### src/rtl/soma_arbiter.sv
// soma_arbiter
//   Round-robin arbiter and sequencer that shares one registered WIDTH-bit
//   adder among N_REQ client requesters. A request is granted in IDLE. Its
//   operands are latched and added in ADD. The result is held in RESP until
//   the granted requester takes it.
//
// Ports
//   clk         system clock, rising edge
//   rst         asynchronous, active-high reset
//   req_valid   [N_REQ]        per-requester operand valid
//   req_ready   [N_REQ]        per-requester operand accept (one-hot or zero)
//   req_a/req_b [N_REQ*WIDTH]  operands, requester i at [i*WIDTH +: WIDTH]
//   resp_valid  [N_REQ]        per-requester result valid (one-hot or zero)
//   resp_ready  [N_REQ]        per-requester result taken
//   resp_sum    [WIDTH]        (a+b) mod 2^WIDTH, shared bus
//   resp_carry                 carry out of the add
//   busy                       high whenever the sequencer is not idle
//   op_count    [32]           completed-operation counter
//
// Build option
//   SOMA_ARB_STATS_EN  when defined, op_count counts completed responses.
//                      When undefined, op_count is constant 0.

module soma_arbiter #(
  parameter int N_REQ = 4,
  parameter int WIDTH = 64
) (
  input  logic                   clk,
  input  logic                   rst,
  input  logic [N_REQ-1:0]       req_valid,
  output logic [N_REQ-1:0]       req_ready,
  input  logic [N_REQ*WIDTH-1:0] req_a,
  input  logic [N_REQ*WIDTH-1:0] req_b,
  output logic [N_REQ-1:0]       resp_valid,
  input  logic [N_REQ-1:0]       resp_ready,
  output logic [WIDTH-1:0]       resp_sum,
  output logic                   resp_carry,
  output logic                   busy,
  output logic [31:0]            op_count
);

  localparam int IDX_W = (N_REQ > 1) ? $clog2(N_REQ) : 1;

  typedef enum logic [1:0] {S_IDLE, S_ADD, S_RESP} state_t;

  state_t                  r_state;
  logic [IDX_W-1:0]        r_rr_ptr;
  logic [IDX_W-1:0]        r_gnt;
  logic [WIDTH-1:0]        r_a;
  logic [WIDTH-1:0]        r_b;
  logic [WIDTH-1:0]        r_sum;
  logic                    r_carry;
  logic [N_REQ-1:0]        r_resp_valid;

  logic [N_REQ-1:0][WIDTH-1:0] w_a_arr;
  logic [N_REQ-1:0][WIDTH-1:0] w_b_arr;
  logic [2*N_REQ-1:0]      w_rot;
  logic [IDX_W-1:0]        w_off;
  logic [IDX_W:0]          w_wrap;
  logic [IDX_W-1:0]        w_gnt;
  logic                    w_gnt_any;
  logic [IDX_W-1:0]        w_gnt_next;
  logic                    w_accept;
  logic                    w_done;

  assign w_a_arr = req_a;
  assign w_b_arr = req_b;

  // Rotate the valid vector so that bit 0 is the requester at rr_ptr. The
  // lowest set bit of the rotated vector is then the round-robin winner.
  assign w_rot = {req_valid, req_valid} >> r_rr_ptr;

  always_comb begin
    w_off     = '0;
    w_gnt_any = 1'b0;
    // Descending scan so that the lowest offset is assigned last and wins.
    for (int k = N_REQ - 1; k >= 0; k--) begin
      if (w_rot[k]) begin
        w_off     = IDX_W'(k);
        w_gnt_any = 1'b1;
      end
    end
    w_wrap = {1'b0, r_rr_ptr} + {1'b0, w_off};
    if (w_wrap >= (IDX_W+1)'(N_REQ)) begin
      w_wrap = w_wrap - (IDX_W+1)'(N_REQ);
    end
    w_gnt = w_wrap[IDX_W-1:0];
  end

  // Ready is presented combinationally in IDLE only. A raised ready implies
  // the matching valid, so the grant is also the accept.
  always_comb begin
    req_ready = '0;
    if (r_state == S_IDLE && w_gnt_any) begin
      req_ready[w_gnt] = 1'b1;
    end
  end

  assign w_accept   = (r_state == S_IDLE) && w_gnt_any;
  assign w_done     = (r_state == S_RESP) && resp_ready[r_gnt];
  assign w_gnt_next = (r_gnt == IDX_W'(N_REQ - 1)) ? '0 : r_gnt + 1'b1;

  always_ff @(posedge clk or posedge rst) begin
    if (rst) begin
      r_state      <= S_IDLE;
      r_rr_ptr     <= '0;
      r_gnt        <= '0;
      r_a          <= '0;
      r_b          <= '0;
      r_sum        <= '0;
      r_carry      <= 1'b0;
      r_resp_valid <= '0;
    end else begin
      case (r_state)
        S_IDLE: begin
          if (w_accept) begin
            r_a     <= w_a_arr[w_gnt];
            r_b     <= w_b_arr[w_gnt];
            r_gnt   <= w_gnt;
            r_state <= S_ADD;
          end
        end
        S_ADD: begin
          {r_carry, r_sum} <= {1'b0, r_a} + {1'b0, r_b};
          r_resp_valid     <= N_REQ'(1) << r_gnt;
          r_state          <= S_RESP;
        end
        S_RESP: begin
          // Only the granted requester's resp_ready can complete the op.
          if (w_done) begin
            r_resp_valid <= '0;
            r_rr_ptr     <= w_gnt_next;
            r_state      <= S_IDLE;
          end
        end
        default: begin
          r_resp_valid <= '0;
          r_state      <= S_IDLE;
        end
      endcase
    end
  end

  assign resp_valid = r_resp_valid;
  assign resp_sum   = r_sum;
  assign resp_carry = r_carry;
  assign busy       = (r_state != S_IDLE);

`ifdef SOMA_ARB_STATS_EN
  logic [31:0] r_op_count;

  // Counts completion edges only. An op aborted by reset never reaches RESP
  // completion, and reset clears the count anyway.
  always_ff @(posedge clk or posedge rst) begin
    if (rst) begin
      r_op_count <= '0;
    end else if (w_done) begin
      r_op_count <= r_op_count + 32'd1;
    end
  end

  assign op_count = r_op_count;
`else
  assign op_count = 32'd0;
`endif

endmodule

### config.mk
export PLATFORM = sky130hd
export DESIGN_NAME = soma_arbiter
export DESIGN_NICKNAME = d
export VERILOG_FILES = /design/src/rtl/soma_arbiter.sv
export SDC_FILE = /design/constraint.sdc
export NUM_CORES = 1
export LEC_CHECK = 0
export ABC_AREA = 1
export BUFFER_PORTS_ARGS = -buffer_cell sky130_fd_sc_hd__buf_2
export CORE_AREA = 2 2 247 249
export CTS_BUF_LIST = sky130_fd_sc_hd__clkbuf_4 sky130_fd_sc_hd__clkbuf_8
export CTS_CLUSTER_SIZE = 10
export DETAILED_ROUTE_END_ITERATION = 12
export DIE_AREA = 0 0 249 251
export PLACE_DENSITY = 0.53
export SLEW_MARGIN = 20
export SYNTH_ARGS = -nofsm -noshare
export SYNTH_HDL_FRONTEND = slang
export SYNTH_SLANG_ARGS = --single-unit
export TNS_END_PERCENT = 30
### constraint.sdc
create_clock -name clk -period 6.76 [get_ports clk]
set_input_delay 1.014 -clock clk [delete_from_list [all_inputs] [get_ports clk]]
set_output_delay 1.014 -clock clk [all_outputs]
set_load 0.02 [all_outputs]
==> flow_metrics.tcl <==
set metrics [dict create \
    totalWireLength_um 83500 \
    min_path_type "flip-flop to flip-flop" \
    rsz0062_at_grt "no" \
    area_delta_synth_final_pct 24.9 \
    final_cell_mix "1743 x nand2_1, 595 x buf_2, 347 x nand3_1" \
    fp.dieW_um 249 \
    max_freq_mhz 225 \
    layout.nets 4262 \
    clock_insertion_delay_worst_skew_ns 0.65 \
    mostFrequentLayoutCell "nand2_1" \
    initial_core_util_pct 29.7 \
    arrival_ns 3.42 \
    cts_resized 0 \
    fillerInstances 6947 \
    crit_path_top_delay_cell "ha_4" \
    gp_congestion 0.937 \
    antenna_found_initial 30 \
    grt_start_max_net_pins 171 \
    post-route-drc-count 0 \
    setup-violations-final 0 \
    r2r_cells 15 \
    relSlewSlack_pct 31.8 \
    synth_top_cell_by_area "nand2_1" \
    synth_area_sq_um 17800 \
    synth_xor_area_share_pct 1.38 \
    grt_pass1_wl_um 125000 \
    ys_warn_count 0 \
    dr.pass1.iters 6 \
    ys_ff_latch 203 \
    first_global_vias 20274 \
    cts_tree "done" \
    coreArea_sq_um 59800 \
    num_vias 20937 \
    synth-seq-area-share_pct 28.6 \
    cp-end-kind "output port" \
    dpl.hpwl_um 67800 \
    numPortBuffers 595 \
    syn_inst 3148 \
    die_y_um 251 \
    crit_chain "inv_2 -> nand2_1 -> and2_1 -> nand2_1 -> o21ai_1 -> nand2_1 -> a21boi_0 -> ha_4 -> inv_8 -> nor3_1 -> buf_2" \
    postSynthAreaPerCell_sq_um 5.64 \
    drive_gt1_share_pct 18.7 \
    tns_ns 0 \
    required_ns 5.75 \
    hold_viol 0 \
    rows 90 \
    grt.total_usage_pct 26.2 \
    postCtsHoldBufs 0 \
    yosys.area_share.simple_pct 50.9 \
    crit_top_cell "nand2_1" \
    multi_input_area_sq_um 10800 \
    cts_inserted_buffers 41 \
    leakage_nw 13.5 \
    r2r-end "r_b[44]" \
    hold-path-endpoint "resp_sum[0]" \
    skew_ns 0.0629 \
    route.antenna.remaining_nets 0 \
    cpPeakStageDelay_ns 0.70 \
    clock-sinks 203 \
    powerDensity_nw_per_um2 666 \
    synth_top_family_by_area "simple AND/OR/NAND/NOR gates" \
    boundaryPins 628 \
    synth.distinct_cells 31 \
    synth_compound_area_share_pct 2.90 \
    finalCritPeriodShare_pct 65.6 \
    vdd_drop_max_v 0.000574 \
    start_kind "flip-flop" \
    synth_area_leaders "nand2_1 37%, dfrtp_1 29%, nand3_1 9.8%" \
    status "completed" \
    grt_overflow_total 0 \
    area.sequential_sq_um 5080 \
    cts.clk_slew.worst_paths_ns 0.06 \
    via_per_inst 4.66 \
    clk_path_buf_depth 3 \
    hold_start "resp_sum[0]" \
    wl_per_cell_um 18.6 \
    finalMaxSlewViolations 0 \
    synth_mux_area_share_pct 0 \
    synthAdderAreaFrac_pct 4.98 \
    post-route-util_pct 37.1 \
    dieArea_sq_um 62500 \
    rrSetupSlack_ns 2.87 \
    root_buffer "clkbuf_8" \
    detail_route.iter0.violations 1599 \
    htreeDepth 2 \
    worst_slew_pin_slew_ns 1.02 \
    cap_violations 0 \
    r2r_start "r_rr_ptr[0]" \
    post-cts-setup-buffers 0 \
    min_path_cells 2 \
    critPathKind "flip-flop to output port" \
    critical_path.max_fanout 90 \
    synth_top_area_share_pct 36.9 \
    layout_min_cycle_time_ns 4.44 \
]
-- layout make-up --
| class | instances | share of cell area, % |
|---|---|---|
| multi-input combinational | 2489 | 48.9 |
| sequential | 203 | 22.9 |
| timing repair buffer | 607 | 14.0 |
| inverter | 328 | 5.63 |
| tap | 782 | 4.41 |
| clock buffer | 67 | 3.88 |
| clock inverter | 4 | 0.135 |
| antenna | 12 | 0.135 |
-- power breakdown --
| group | switching [W] | leakage [nW] | internal, W |
|---|---|---|---|
| combinational | 0.00780 | 10.5 | 0.00313 |
| sequential | 0.000543 | 2.52 | 0.00188 |
| clock | 0.000606 | 0.474 | 0.000802 |
| total | 0.00895 | 13.5 | 0.00581 |
-- worst max-delay path, delay by kind of cell, from the launching register on --
| family | cells | cell delay, ns |
|---|---|---|
| compound gates | 2 | 0.37 |
| fa+ha+maj | 1 | 0.70 |
| buf+inv | 3 | 0.64 |
| flops | 1 | 0.51 |
| simple gates | 5 | 0.58 |
-- state kept, by name, summed over array words and instances (netlist names) --
signal      count
r_a            64
r_b            64
r_gnt           2
r_rr_ptr        2
r_state         2
resp_carry      1
resp_sum       64
resp_valid      4
-- through the flow --
stage / setup slack (ns) / cell area (sq um) / power (W) / std cells / hold slack, ns
detailed placement: 2.34 / 21300 / 0.0134 / 4409 / 0.459
global placement: 2.31 / 21300 / 0.0133 / 4409 / 0.452
finish: 2.32 / 22200 / 0.0148 / 4492 / 0.470
CTS: 2.21 / 22100 / 0.0148 / 4480 / 0.474
floorplan: 0.207 / 17900 / 0.00973 / 3179 / 0.469
global route: 1.98 / 22200 / 0.0164 / 4490 / 0.496
-- cell families (layout without fill, tap and decap cells) --
kind of cell               after synthesis  count (layout)
xor gates and xnor gates                28              28
AOI/OAI and AO/OA                       97              97
buffers and inverters                  487            1006
DFF                                    203             203
and+or+nand+nor                       2262            2262
other                                    1              44
adders and majority gates               70              70
-- synth_stat cells --
cell and instances:
nand2_1 1744, nand3_1 347, inv_1 323, dfrtp_1 203, nor2_1 120, clkbuf_1 92
ha_1 69, a21oi_1 44, o21ai_0 42, buf_4 34, xnor2_1 25, buf_2 24
nor3_1 20, nand4_1 12, nand3b_1 10, buf_1 9, inv_2 5, o21ai_1 4
and3_1 3, or2_2 3, xor2_1 3, and2_1 2, o21bai_1 2, a211oi_1 1
a21boi_0 1, a21o_1 1, a21oi_4 1, a32o_1 1, conb_1 1, fa_1 1
nor4_1 1
-- routing by layer --
metal,up-vias,GRT usage (%),share of wire (%)
met1,9480,36.7,47
met3,132,3.33,5.2
met2,676,42.1,45
met4,8,7.81,2.8
met5,-,0,0.055
li1,10641,-,-
-- worst max-delay path by stage --
stage	cells after the start	to	startpoint
final	11	req_ready[1]	r_rr_ptr[0]
after global routing	11	req_ready[1]	r_rr_ptr[0]
after CTS	11	req_ready[1]	r_rr_ptr[0]
after detailed placement	12	req_ready[1]	req_valid[0]
after global placement	12	req_ready[1]	req_valid[0]
after floorplan	1	r_a[0]	rst
Note: power is estimated with default switching activity, not from simulation.
